**config.mk**
```make
export PLATFORM = sky130hd
export DESIGN_NAME = timer_bus_master
export DESIGN_NICKNAME = d
export VERILOG_FILES = /design/src/rtl/timer_bus_master.sv
export SDC_FILE = /design/constraint.sdc
export NUM_CORES = 1
export LEC_CHECK = 0
export BUFFER_PORTS_ARGS = -buffer_cell sky130_fd_sc_hd__buf_4
export CAP_MARGIN = 20
export CELL_PAD_IN_SITES_DETAIL_PLACEMENT = 1
export CELL_PAD_IN_SITES_GLOBAL_PLACEMENT = 1
export CORE_MARGIN = 5
export CORE_UTILIZATION = 32
export DETAILED_ROUTE_END_ITERATION = 10
export HOLD_SLACK_MARGIN = 0.05
export PLACE_DENSITY = 0.74
export SLEW_MARGIN = 15
export SYNTH_ARGS = -nofsm -noshare
export SYNTH_HDL_FRONTEND = slang
export SYNTH_SLANG_ARGS = --single-unit
```
**constraint.sdc**
```tcl
create_clock -name clk -period 1.7 [get_ports clk]
set_clock_uncertainty 0.15 [all_clocks]
set_input_delay 0.425 -clock clk [delete_from_list [all_inputs] [get_ports clk]]
set_output_delay 0.425 -clock clk [all_outputs]
set_load 0.03 [all_outputs]
```
**src/rtl/timer_bus_master.sv**
```systemverilog
// Bus-master sequencer that programs the timer slave, polls it idle, starts it,
// waits for its interrupt, then reads the count back and clears the interrupt.
module timer_bus_master #(
    parameter int POLL_MAX = 15
) (
    input  logic       clk,
    input  logic       reset,
    input  logic       start,
    input  logic [7:0] cfg_load_addr,
    input  logic       cfg_cnt_con,
    output logic       M_req,
    input  logic       M_grant,
    output logic       M_sel,
    output logic [7:0] M_address,
    output logic       M_wr,
    output logic [7:0] M_dout,
    input  logic [7:0] M_din,
    input  logic       interrupt,
    output logic       busy,
    output logic       done,
    output logic       error,
    output logic [7:0] count_value,
    output logic [3:0] dbg_state
);

    typedef enum logic [3:0] {
        IDLE, REQ1, WR_LADDR, WR_CON, RD_STAT, RD_STAT_W, WR_EN,
        WAIT_INT, REQ2, RD_CNT, RD_CNT_W, WR_CLR, FIN
    } state_t;

    localparam logic [3:0] POLL_LAST = 4'(POLL_MAX - 1);

    state_t     state, state_nxt;
    logic [7:0] laddr_q;
    logic       con_q;
    logic [3:0] poll_cnt;
    logic       poll_last;
    logic       bus_act;
    logic [7:0] bus_addr;
    logic       bus_wr;
    logic [7:0] bus_data;

    assign poll_last = (poll_cnt >= POLL_LAST);
    assign dbg_state = state;

    always_ff @(posedge clk or posedge reset) begin
        if (reset) state <= IDLE;
        else       state <= state_nxt;
    end

    // Bus-access states only advance on a granted cycle, so a lost grant
    // simply replays the same access once the grant returns.
    always_comb begin
        state_nxt = state;
        case (state)
            IDLE:      if (start)     state_nxt = REQ1;
            REQ1:      if (M_grant)   state_nxt = WR_LADDR;
            WR_LADDR:  if (M_grant)   state_nxt = WR_CON;
            WR_CON:    if (M_grant)   state_nxt = RD_STAT;
            RD_STAT:   if (M_grant)   state_nxt = RD_STAT_W;
            RD_STAT_W: begin
                if (M_din == 8'h00)   state_nxt = WR_EN;
                else if (poll_last)   state_nxt = FIN;
                else                  state_nxt = RD_STAT;
            end
            WR_EN:     if (M_grant)   state_nxt = WAIT_INT;
            WAIT_INT:  if (interrupt) state_nxt = REQ2;
            REQ2:      if (M_grant)   state_nxt = RD_CNT;
            RD_CNT:    if (M_grant)   state_nxt = RD_CNT_W;
            RD_CNT_W:                 state_nxt = WR_CLR;
            WR_CLR:    if (M_grant)   state_nxt = FIN;
            FIN:                      state_nxt = IDLE;
            default:                  state_nxt = IDLE;
        endcase
    end

    always_comb begin
        bus_act  = 1'b0;
        bus_addr = 8'h00;
        bus_wr   = 1'b0;
        bus_data = 8'h00;
        M_req    = 1'b0;
        busy     = (state != IDLE);
        done     = (state == FIN);
        case (state)
            REQ1, REQ2, RD_STAT_W, RD_CNT_W: M_req = 1'b1;
            WR_LADDR: begin M_req = 1'b1; bus_act = 1'b1; bus_addr = 8'h23; bus_wr = 1'b1; bus_data = laddr_q; end
            WR_CON:   begin M_req = 1'b1; bus_act = 1'b1; bus_addr = 8'h22; bus_wr = 1'b1; bus_data = {7'b0, con_q}; end
            RD_STAT:  begin M_req = 1'b1; bus_act = 1'b1; bus_addr = 8'h26; end
            WR_EN:    begin M_req = 1'b1; bus_act = 1'b1; bus_addr = 8'h20; bus_wr = 1'b1; bus_data = 8'h01; end
            RD_CNT:   begin M_req = 1'b1; bus_act = 1'b1; bus_addr = 8'h25; end
            WR_CLR:   begin M_req = 1'b1; bus_act = 1'b1; bus_addr = 8'h21; bus_wr = 1'b1; bus_data = 8'h00; end
            default:  ;
        endcase
        // Without the grant the bus is left fully quiet.
        M_sel     = bus_act & M_grant;
        M_address = M_sel ? bus_addr : 8'h00;
        M_wr      = M_sel & bus_wr;
        M_dout    = M_sel ? bus_data : 8'h00;
    end

    always_ff @(posedge clk or posedge reset) begin
        if (reset) begin
            laddr_q     <= 8'h00;
            con_q       <= 1'b0;
            poll_cnt    <= 4'd0;
            error       <= 1'b0;
            count_value <= 8'h00;
        end else begin
            if (state == IDLE && start) begin
                laddr_q  <= cfg_load_addr;
                con_q    <= cfg_cnt_con;
                poll_cnt <= 4'd0;
                error    <= 1'b0;
            end
            if (state == RD_STAT_W && M_din != 8'h00) begin
                poll_cnt <= (poll_cnt == 4'hF) ? poll_cnt : poll_cnt + 4'd1;
                if (poll_last) error <= 1'b1;
            end
            if (state == RD_CNT_W) count_value <= M_din;
        end
    end

endmodule

```
==> metrics.md, run 1 <==
| Metric | Value |
|---|---|
| Number of clock sinks seen by CTS | 26 |
| Detailed placement HPWL | 4007 µm |
| CTS tree | done |
| WP buf/inv | 1 |
| Average cell area after synthesis | 10.31 µm² |
| Leak | 1.271 nW |
| Vias per inst | 5.110 |
| Most frequently used cell type in the post-synthesis netlist | dfrtp_1 |
| Sequential standard cell area | 655.6 µm² |
| Endpoint required time on the critical path | 1.12 ns |
| Achievable frequency | 454.4 MHz |
| DRC violation total after the first TritonRoute iteration | 34 |
| Proportion of power drawn by flip-flops and latches | 23.5% |
| Count of synthesis-stage warnings from yosys | 0 |
| Startpoint-to-endpoint class of the critical path | flop to primary output |
| Power spent charging and discharging nets | 2.369 mW |
| Post-Synth XOR/XNOR Area | 0% |
| Switching Fraction | 44.36% |
| Combinational fraction of design power | 69.9% |
| PnR worst setup slack | -0.5005 ns |
| Starting Density | 33.16% |
| Hold/Removal Path Class | input port to flop |
| Proportion of power drawn by the clock network | 6.6% |
| Number of enable-type register cells in the synthesized netlist | 0 |
| Floorplan core area | 4354 µm² |
| Via total after detailed routing | 1482 |
| Clk pin slew, worst setup/hold paths | 0.09 ns |
| Area of the die | 5955 µm² |
| Post-synthesis compound-gate area fraction | 14.90% |
| Int Power | 2.972 mW |
| Area added between synthesis and finish | 85.18% |
| Adder and majority cell fraction of the synthesized area | 1.733% |
| Cell Area, Placed | 2190 µm² |
| Final core utilization | 61.41% |
| Pin count of the biggest net entering global routing | 17 |
| Shortest period the worst path allows | 2.200 ns |
| Simple-gate share of the synthesized area | 16.64% |
| Number of antenna violations at the first check in global routing | 0 |
| Critical path origin | dbg_state[2] |
| Number of iterations in the first detailed-routing pass | 4 |
| Post-route standard cell area excluding fillers | 2674 µm² |
| Arrival time of the worst setup path | 1.63 ns |
| Final cycle utilization of the critical path | 129.4% |
| Largest family of logic cells by synthesized area | simple AND/OR/NAND/NOR gates |
| Area of combinational cells with multiple inputs | 952.2 µm² |
| Number of buffers between clock root and the deepest sink | 2 |
| Critical R2R Capture | dbg_state[0] |
| Cell breakdown of the critical path | nor2b_4, o2bb2ai_4, and3_4, or2_4, buf_6 |
| Vias in the first global route | 1624 |
| Count of distinct cell types in the synthesized netlist | 40 |
| Combined global-route utilization of all metal layers | 17.18% |
| Number of max-cap violations | 0 |
| Number of gates on the worst path with buffers counted | 5 |
| Max VDD drop | 0.7164 mV |
| Post-synthesis mux area share | 14.64% |
| Area share of the leading cell type in the synthesized netlist | 45.06% |
| Max-Slew Margin vs Limit | 60.35% |
| Total count of hold-check failures in the final report | 0 |
| Height of the die | 77.17 µm |
| Worst setup path endpoint | M_sel |
| Cell type with the largest total area after synthesis | dfrtp_1 |
| Commonest cells in the netlist | dfrtp_1, mux2_2, inv_1, and2_1 |
| Worst r2r path cells | 5 |
| Share of the yosys chip area belonging to registers | 45.06% |
| I/O pin count | 56 |
| # diodes | 0 |
| FF-to-FF Start | dbg_state[0] |
| Standard-cell rows | 24 |
| Violated checks | negative setup slack |
| Layout cells sized above 1 | 69.75% |
| Clock H-tree levels | 1 |
| Slowest cell on the critical path | dfrtp_2 |
| WL/cell | 20.32 µm |
| Outcome | finished, violations left |
| Unrepaired setup endpoints after global routing | yes |
| Final max-slew violation count | 0 |
| Leading post-synthesis cells by cell area | dfrtp_1, mux2_2, and2_1 |
| PortBufs | 51 |
| Slew of the pin with the lowest slew margin | 0.5899 ns |
| Hold Path Origin | cfg_load_addr[2] |
| Synthesized area | 1444 µm² |
| Synthesis-stage register bit count | 26 |
| Power Dens Cells | 1998 nW/µm² |
| Top Family by Delay on Critical Path | simple AND/OR/NAND/NOR gates |
| Async set-reset flop share out of synthesis | 100.0% |
| Global-route congestion overflow total | 0 |
| Net count, final | 263 |
| Fill cell instance count of the final layout | 464 |
| Horiz. Die Dim | 77.17 µm |
| Gate Count Post-Synth | 140 |
| Max incr delay on CP | 0.50 ns |
| Hold_ws | 0.2342 ns |
| Clk Tree Root Cell | clkbuf_8 |
| Wirelength, routed | 5893 µm |
| Global-route wire length before repair | 8183 µm |
| Clock latency reported for the late side of the worst-skew pair | 0.27 ns |
| TritonCTS Buffers | 3 |
| Number of setup violations in the final report | 43 |
| CP Capture Type | primary output |
| Detail Route Antenna Nets | 0 |
| Dominant synthesized flop cell | dfrtp_1 |
| Kind of start point of the critical path | flop |
| Power, Total | 5.341 mW |
| Post-route DRC violation count | 0 |
| Peak fanout along the critical path | 7 |
| RePlAce Congestion | 0.7849 |
| R2R setup slack | -0.46 ns |
state kept, by name, indices dropped and copies added, names as in the netlist:
signal       flops
count_value      8
laddr_q          8
dbg_state        4
poll_cnt         4
con_q            1
error            1
power by group through the flow:
stage / clock [mW] / sequential, mW / combinational [mW]
after floorplan: 0 / 1.43 / 1.42
after global placement: 0 / 1.21 / 2.64
after detailed placement: 0 / 1.25 / 2.77
after CTS: 0.367 / 1.23 / 3.06
after global routing: 0.386 / 1.30 / 3.93
final: 0.354 / 1.26 / 3.73
cell usage in the layout (no fill, tap or decap), drive strengths merged, types with 2 or more instances in the layout:
master and n:
mux2i 2, ha 2, o21ai 5, mux2 17
or3 2, a21oi 6, inv 10, nor4 3
or2 2, nand3 2, or4 2, conb 4
nor2 6, nor2b 3, buf 101, and2 9
clkbuf 4, and3 5, nand2 7, o31ai 3
dfrtp 26
stage by stage:
stage	setup WS [ns]	setup TNS (ns)	instances
floorplan	-0.2814	-3.992	143
global placement	-0.2213	-4.015	269
detailed placement	-0.3562	-5.917	269
CTS	-0.4719	-9.739	279
global route	-0.5459	-12.86	290
finish	-0.5005	-10.57	290
worst min-delay path by stage:
stage | end | slack [ns] | cells after the start
after floorplan | con_q | 0.31 | 1
after global placement | laddr_q[5] | 0.29 | 3
after detailed placement | laddr_q[6] | 0.32 | 3
after CTS | laddr_q[2] | 0.23 | 2
after global routing | laddr_q[2] | 0.23 | 2
final | laddr_q[2] | 0.23 | 2
worst reg2reg max path: stages, from the launching register on:
cell and delay, ns:
dfrtp_2 0.50, buf_4 0.19, or4_1 0.50, o31a_2 0.16
o211ai_2 0.20, mux2_1 0.35
layout make-up:
cell class | count | share of cell area (%)
clock buffers | 4 | 1.685
well taps | 52 | 2.433
repair buffers | 102 | 34.35
multi-input cells | 96 | 35.61
inverters | 10 | 1.404
flip-flops and latches | 26 | 24.52
timing repair:
item                                   CTS  global route
hold buffers                             1             0
pin swaps                                2            13
resized for setup                       31            46
setup endpoints to repair               39            45
endpoints found under the hold margin   10             0
setup buffers                            5            12
cloned                                   0             1
kinds of logic after synthesis:
logic type      Yosys count
other cells               1
buf+inv                  21
mux                      19
simple gates             43
flops                    26
compound gates           28
fa+ha+maj                 2
layer usage:
metal	share of wire (%)	wire length, µm	track usage [%]	up-vias
met3	3.3	194	2.225	9
li1	-	-	-	688
met1	35	2045	17.95	749
met4	2.0	120	5.155	0
met5	0	0	0	-
met2	60	3533	34.51	36
Note: power is estimated with default switching activity, not from simulation.
==> run 2: changes to the inputs <==
Settings changed: PLACE_DENSITY 0.74 to default, PLACE_DENSITY_LB_ADDON from default to 0.2.
==> run 2 against run 1 <==
- the run still ends with negative setup slack left
- sequential share of layout area is 0.38 points lower
- combinational power is 3% higher
- critical endpoint unchanged
- sequential cell count stayed put
- via count is 0.27% higher
- routed wire length is 4.3% lower
==> metrics.md, run 2 (same netlist as run 1, synthesis figures left out) <==
| Metric | Value |
|---|---|
| Violated checks | negative setup slack (unchanged) |
| Final max-slew violation count | 0 (unchanged) |
| Cell total after placement | 267 (was 269) |
| Switching Fraction | 42.66% (was 44.36%) |
| Clk Tree Root Cell | clkbuf_8 (unchanged) |
| RePlAce Congestion | 0.8358 (was 0.7849) |
| Post-route non-filler standard cell count | 287 (was 290) |
| Number of buffers between clock root and the deepest sink | 2 (unchanged) |
| Proportion of power drawn by flip-flops and latches | 21.9% (was 23.5%) |
| Power spent charging and discharging nets | 2.398 mW (was 2.369 mW) |
| Net count, final | 260 (was 263) |
| Number of clock sinks seen by CTS | 26 (unchanged) |
| Outcome | finished, violations left (unchanged) |
| Standard-cell rows | 24 (unchanged) |
| Clock latency reported for the late side of the worst-skew pair | 0.27 ns (about the same) |
| Clk pin slew, worst setup/hold paths | 0.10 ns (was 0.09 ns) |
| Clock H-tree levels | 1 (unchanged) |
| Combined global-route utilization of all metal layers | 16.91% (was 17.18%) |
| Starting Density | 33.16% (unchanged) |
| FF-to-FF Start | dbg_state[1] (was dbg_state[0]) |
| WL/cell | 19.65 µm (was 20.32 µm) |
| Max VDD drop | 0.8142 mV (was 0.7164 mV) |
| Startpoint-to-endpoint class of the critical path | flop to primary output (unchanged) |
| Vias in the first global route | 1612 (was 1624) |
| Detailed placement HPWL | 3639 µm (was 4007 µm) |
| TNS Setup | -11.40 ns (was -10.57 ns) |
| Number of setup violations in the final report | 44 (was 43) |
| Met3 wire length | 225 µm (was 194 µm) |
| Global-route wire length before repair | 8079 µm (was 8183 µm) |
| Biggest regs | count_value x8, laddr_q x8 (unchanged) |
| Total count of hold-check failures in the final report | 0 (unchanged) |
| Proportion of power drawn by the clock network | 9.4% (was 6.6%) |
| Hold/Removal Path Class | input port to async pin (was input port to flop) |
| Floorplan core area | 4354 µm² (unchanged) |
| Met1 wire length | 2177 µm (was 2045 µm) |
| Met2 wire length | 3174 µm (was 3533 µm) |
| Leak | 1.303 nW (was 1.271 nW) |
| Unrepaired setup endpoints after global routing | yes (unchanged) |
| Top routing layer used | met4 (unchanged) |
| Kind of start point of the critical path | flop (unchanged) |
| Via total after detailed routing | 1486 (was 1482) |
| Horiz. Die Dim | 77.17 µm (unchanged) |
| Achievable frequency | 456.4 MHz (was 454.4 MHz) |
| Detail Route Antenna Nets | 0 (unchanged) |
| Slew of the pin with the lowest slew margin | 0.7025 ns (was 0.5899 ns) |
| Combinational fraction of design power | 68.7% (was 69.9%) |
| Final cycle utilization of the critical path | 128.9% (was 129.4%) |
| I/O pin count | 56 (unchanged) |
| CP Capture Type | primary output (unchanged) |
| Layout cells sized above 1 | 72.77% (was 69.75%) |
| CTS tree | done (unchanged) |
| Power Dens Cells | 2069 nW/µm² (was 1998 nW/µm²) |
| Commonest non-fill, non-tap cell in the layout | buf_4 (unchanged) |
| Vias per inst | 5.178 (was 5.110) |
| Wirelength, routed | 5640 µm (was 5893 µm) |
| TritonCTS Buffers | 3 (unchanged) |
| Number of max-cap violations | 0 (unchanged) |
| R2R setup slack | -0.36 ns (was -0.46 ns) |
| Most used cells in the layout excluding fill and tap cells | buf_4, buf_6, dfrtp_1 (unchanged) |
| Critical path origin | dbg_state[2] (unchanged) |
| Area added between synthesis and finish | 88.13% (was 85.18%) |
| Area of the die | 5955 µm² (unchanged) |
| # diodes | 0 (unchanged) |
| Arrival time of the worst setup path | 1.62 ns (was 1.63 ns) |
| PortBufs | 51 (unchanged) |
| Peak fanout along the critical path | 7 (unchanged) |
| PnR worst setup slack | -0.4911 ns (was -0.5005 ns) |
| Worst r2r path cells | 5 (unchanged) |
| Height of the die | 77.17 µm (unchanged) |
| Number of antenna violations at the first check in global routing | 0 (unchanged) |
| Shortest period the worst path allows | 2.191 ns (was 2.200 ns) |
| Pin count of the biggest net entering global routing | 27 (was 17) |
| DRC violation total after the first TritonRoute iteration | 60 (was 34) |
| Int Power | 3.223 mW (was 2.972 mW) |
| Critical R2R Capture | dbg_state[0] (unchanged) |
| Endpoint required time on the critical path | 1.12 ns (about the same) |
| Global-route congestion overflow total | 0 (unchanged) |
| Number of iterations in the first detailed-routing pass | 4 (unchanged) |
| Post-route DRC violation count | 0 (unchanged) |
| Max-Slew Margin vs Limit | 52.73% (was 60.35%) |
==> run 2: cell count changes in the layout (fill, tap and decap cells not counted), sizes merged <==
cell | previous run | this run
buf | 101 | 99
bufinv | 0 | 1
clkbuf | 4 | 3
dlygate4sd3 | 1 | 0
==> run 2: stage by stage <==
step / instance area, µm² / hold slack (ns) / power, mW / utilization (%) / setup WS (ns)
final: 2716 / 0.04901 / 5.621 / 62.39 / -0.4911
after global routing: 2716 / 0.09240 / 5.917 / 62.39 / -0.5471
after CTS: 2497 / 0.05224 / 5.090 / 57.36 / -0.4654
after detailed placement: 2175 / 0.3486 / 3.996 / 49.94 / -0.3560
after global placement: 2175 / 0.3384 / 3.862 / 49.94 / -0.2884
after floorplan: 1577 / 0.3147 / 2.858 / - / -0.2814
==> run 2: metal layers <==
metal	up-vias	global-route usage [%]
met5	-	0
met4	0	4.296
met3	8	3.981
met2	50	32.91
met1	747	17.82
li1	681	-
==> run 2: cell type report <==
| cell class | instances | area, µm² |
|---|---|---|
| fill | 472 | 1638 |
| multi-input combinational | 96 | 967.2 |
| timing repair buffer | 99 | 917.1 |
| sequential | 26 | 655.6 |
| tap | 52 | 65.06 |
| clock buffer | 3 | 41.29 |
| inverter | 10 | 40.04 |
| clock inverter | 1 | 30.03 |
==> run 2: worst max-delay path: stages (launching register included) <==
cell and delay, ns:
dfrtp_2 0.52, nor2b_4 0.18, o2bb2ai_2 0.11, and3_4 0.17, or2_4 0.23, buf_6 0.14
==> run 2: power groups by stage <==
stage          logic [mW]  clock network (mW)  registers (mW)
3_3_place_gp         2.65                   0            1.22
4_1_cts              3.35               0.536            1.21
5_1_grt              4.08               0.566            1.27
6_report             3.86               0.530            1.23
2_1_floorplan        1.42                   0            1.43
3_5_place_dp         2.75                   0            1.24
==> run 2: worst max path at each step <==
| stage | end | slack (ns) | cells past startpoint |
|---|---|---|---|
| 6_report | M_sel | -0.49 | 5 |
| 5_1_grt | M_dout[6] | -0.55 | 6 |
| 4_1_cts | M_dout[6] | -0.47 | 5 |
| 3_5_place_dp | dbg_state[1] | -0.36 | 5 |
| 3_3_place_gp | dbg_state[1] | -0.29 | 5 |
| 2_1_floorplan | dbg_state[0] | -0.28 | 4 |
==> run 2: timing repair <==
item	in CTS	in global routing
pin swaps	10	11
gates resized for setup	48	38
endpoints found under the setup margin	44	45
buffers inserted	9	7
cloned	1	0
hold buffers	0	0
endpoints found under the hold margin	0	0
==> run 3: changes to the inputs <==
Settings changed: CORE_MARGIN 5 to default, GPL_ROUTABILITY_DRIVEN from default to 1.
==> run 3 against run 2 <==
- the run still ends with negative setup slack left
- critical endpoint is now M_dout[1]
- combinational power is 6.5% lower
- sequential cell count did not move
- highest routed layer unchanged
- worst setup slack improved by 0.020 ns
- register-to-register slack got worse by 0.04 ns
- design area shrank 4.0%
- utilization fell by 2.5 points
- maximum frequency increased by 0.94%
- critical path type unchanged
==> metrics.md, run 3 (same netlist as run 1, synthesis figures left out) <==
| Metric | Value |
|---|---|
| Violated checks | negative setup slack (unchanged) |
| Height of the die | 69.17 µm (was 77.17 µm) |
| Hold/Removal Path Class | input port to async pin (unchanged) |
| Power, Total | 5.360 mW (was 5.621 mW) |
| Max-Slew Margin vs Limit | 66.86% (was 52.73%) |
| TritonCTS Buffers | 3 (unchanged) |
| Arrival time of the worst setup path | 1.60 ns (was 1.62 ns) |
| Area of combinational cells with multiple inputs | 954.7 µm² (was 967.2 µm²) |
| CTS tree | done (unchanged) |
| Standard-cell rows | 24 (unchanged) |
| Clock H-tree levels | 1 (unchanged) |
| Starting Density | 33.16% (unchanged) |
| Area of the die | 4784 µm² (was 5955 µm²) |
| # diodes | 0 (unchanged) |
| Net count, final | 251 (was 260) |
| Number of antenna violations at the first check in global routing | 0 (unchanged) |
| Combined global-route utilization of all metal layers | 22.16% (was 16.91%) |
| Kind of start point of the critical path | flop (unchanged) |
| Total count of hold-check failures in the final report | 0 (unchanged) |
| Setup WS pre-CTS | -0.3659 ns (was -0.3560 ns) |
| RePlAce Congestion | 0.7949 (was 0.8358) |
| Sequential standard cell area | 655.6 µm² (unchanged) |
| Outcome | finished, violations left (unchanged) |
| Horiz. Die Dim | 69.17 µm (was 77.17 µm) |
| Vias in the first global route | 1624 (was 1612) |
| Area added between synthesis and finish | 80.59% (was 88.13%) |
| Clk pin slew, worst setup/hold paths | 0.10 ns (about the same) |
| Floorplan core area | 4354 µm² (unchanged) |
| Peak fanout along the critical path | 7 (unchanged) |
| Biggest regs | count_value x8, laddr_q x8 (unchanged) |
| Layout cells sized above 1 | 69.91% (was 72.77%) |
| Startpoint-to-endpoint class of the critical path | flop to primary output (unchanged) |
| Global-route wire length before repair | 8355 µm (was 8079 µm) |
| Max VDD drop | 0.7517 mV (was 0.8142 mV) |
| Wirelength, routed | 5251 µm (was 5640 µm) |
| PortBufs | 51 (unchanged) |
| PnR worst setup slack | -0.4707 ns (was -0.4911 ns) |
| Slew of the pin with the lowest slew margin | 0.4930 ns (was 0.7025 ns) |
| Final max-slew violation count | 0 (unchanged) |
| Leak | 1.240 nW (was 1.303 nW) |
| TNS Setup | -10.35 ns (was -11.40 ns) |
| Post-route standard cell area excluding fillers | 2608 µm² (was 2716 µm²) |
| Clk Tree Root Cell | clkbuf_8 (unchanged) |
| Achievable frequency | 460.7 MHz (was 456.4 MHz) |
| Fill cell instance count of the final layout | 456 (was 472) |
| Vias per inst | 5.126 (was 5.178) |
| Post-route DRC violation count | 0 (unchanged) |
| Unrepaired setup endpoints after global routing | yes (unchanged) |
| Number of buffers between clock root and the deepest sink | 2 (unchanged) |
| Number of setup violations in the final report | 43 (was 44) |
| Power Dens Cells | 2055 nW/µm² (was 2069 nW/µm²) |
| Endpoint required time on the critical path | 1.12 ns (about the same) |
| Number of max-cap violations | 0 (unchanged) |
| Pin count of the biggest net entering global routing | 27 (unchanged) |
| Cell Area, Placed | 2142 µm² (was 2175 µm²) |
| Number of clock sinks seen by CTS | 26 (unchanged) |
| WL/cell | 18.89 µm (was 19.65 µm) |
| Global-route congestion overflow total | 0 (unchanged) |
| Commonest non-fill, non-tap cell in the layout | buf_4 (unchanged) |
| DRC violation total after the first TritonRoute iteration | 31 (was 60) |
| I/O pin count | 56 (unchanged) |
| Number of iterations in the first detailed-routing pass | 4 (unchanged) |
| CP Capture Type | primary output (unchanged) |
| Final cycle utilization of the critical path | 127.7% (was 128.9%) |
| Shortest period the worst path allows | 2.171 ns (was 2.191 ns) |
| Clock latency reported for the late side of the worst-skew pair | 0.27 ns (about the same) |
| Detailed placement HPWL | 3397 µm (was 3639 µm) |
| Detail Route Antenna Nets | 0 (unchanged) |
| Most used cells in the layout excluding fill and tap cells | buf_4, buf_6, dfrtp_1 (unchanged) |
| Via total after detailed routing | 1425 (was 1486) |
| Hold_ws | 0.06081 ns (was 0.04901 ns) |
-- run 3: changes by cell type in the layout (fill, tap and decap cells not counted), sizes merged --
| cell | before | now |
|---|---|---|
| buf | 99 | 90 |
-- run 3: layout make-up --
type,instances,share of cell area [%]
multi-input combinational,96,36.61
timing repair buffer,90,31.48
sequential,26,25.14
tap,52,2.495
clock buffer,3,1.583
inverter,10,1.536
clock inverter,1,1.152
-- run 3: final timing paths --
kind                                  start      endpoint  slack, ns  cells after the start
min in group clk           cfg_load_addr[0]    laddr_q[0]       0.22                      2
hold reg to reg                  laddr_q[3]    laddr_q[3]       0.37                      1
setup / recovery               dbg_state[2]     M_dout[1]      -0.47                      5
setup reg to reg               dbg_state[0]  dbg_state[0]      -0.40                      5
max in group asynchronous             reset  dbg_state[0]       1.05                      3
hold / removal                        reset    laddr_q[5]       0.06                      3
-- run 3: per-stage QoR --
stage               util, %  cells
floorplan                 -    143
global placement      49.20    261
detailed placement    49.20    261
CTS                   57.50    273
global route          59.89    278
finish                59.89    278
-- run 3: critical path, cell delays in order, from the launching register on --
cell     delay [ns]
dfrtp_2        0.50
buf_6          0.18
nor2_4         0.11
and3_4         0.24
and2_4         0.16
buf_6          0.12
-- run 3: timing repair --
| item | 4_1_cts | 5_1_grt |
|---|---|---|
| cloned | 1 | 0 |
| buffers inserted | 8 | 6 |
| resized for setup | 51 | 16 |
| hold endpoints to repair | 0 | 0 |
| pin swaps | 10 | 3 |
| endpoints found under the setup margin | 44 | 44 |
| hold buffers | 0 | 0 |
-- run 3: power by group --
| part | switching [mW] | internal, mW | total (mW) |
|---|---|---|---|
| clock network | 0.207 | 0.315 | 0.523 |
| logic | 1.81 | 1.79 | 3.61 |
| registers | 0.296 | 0.934 | 1.23 |
-- run 3: metal layers --
metal	vias to the layer above	track usage (%)	share of wire, %
met5	-	0	0
met4	0	5.896	2.2
met3	10	3.634	3.4
met2	45	42.29	56
met1	708	25.19	39
li1	662	-	-
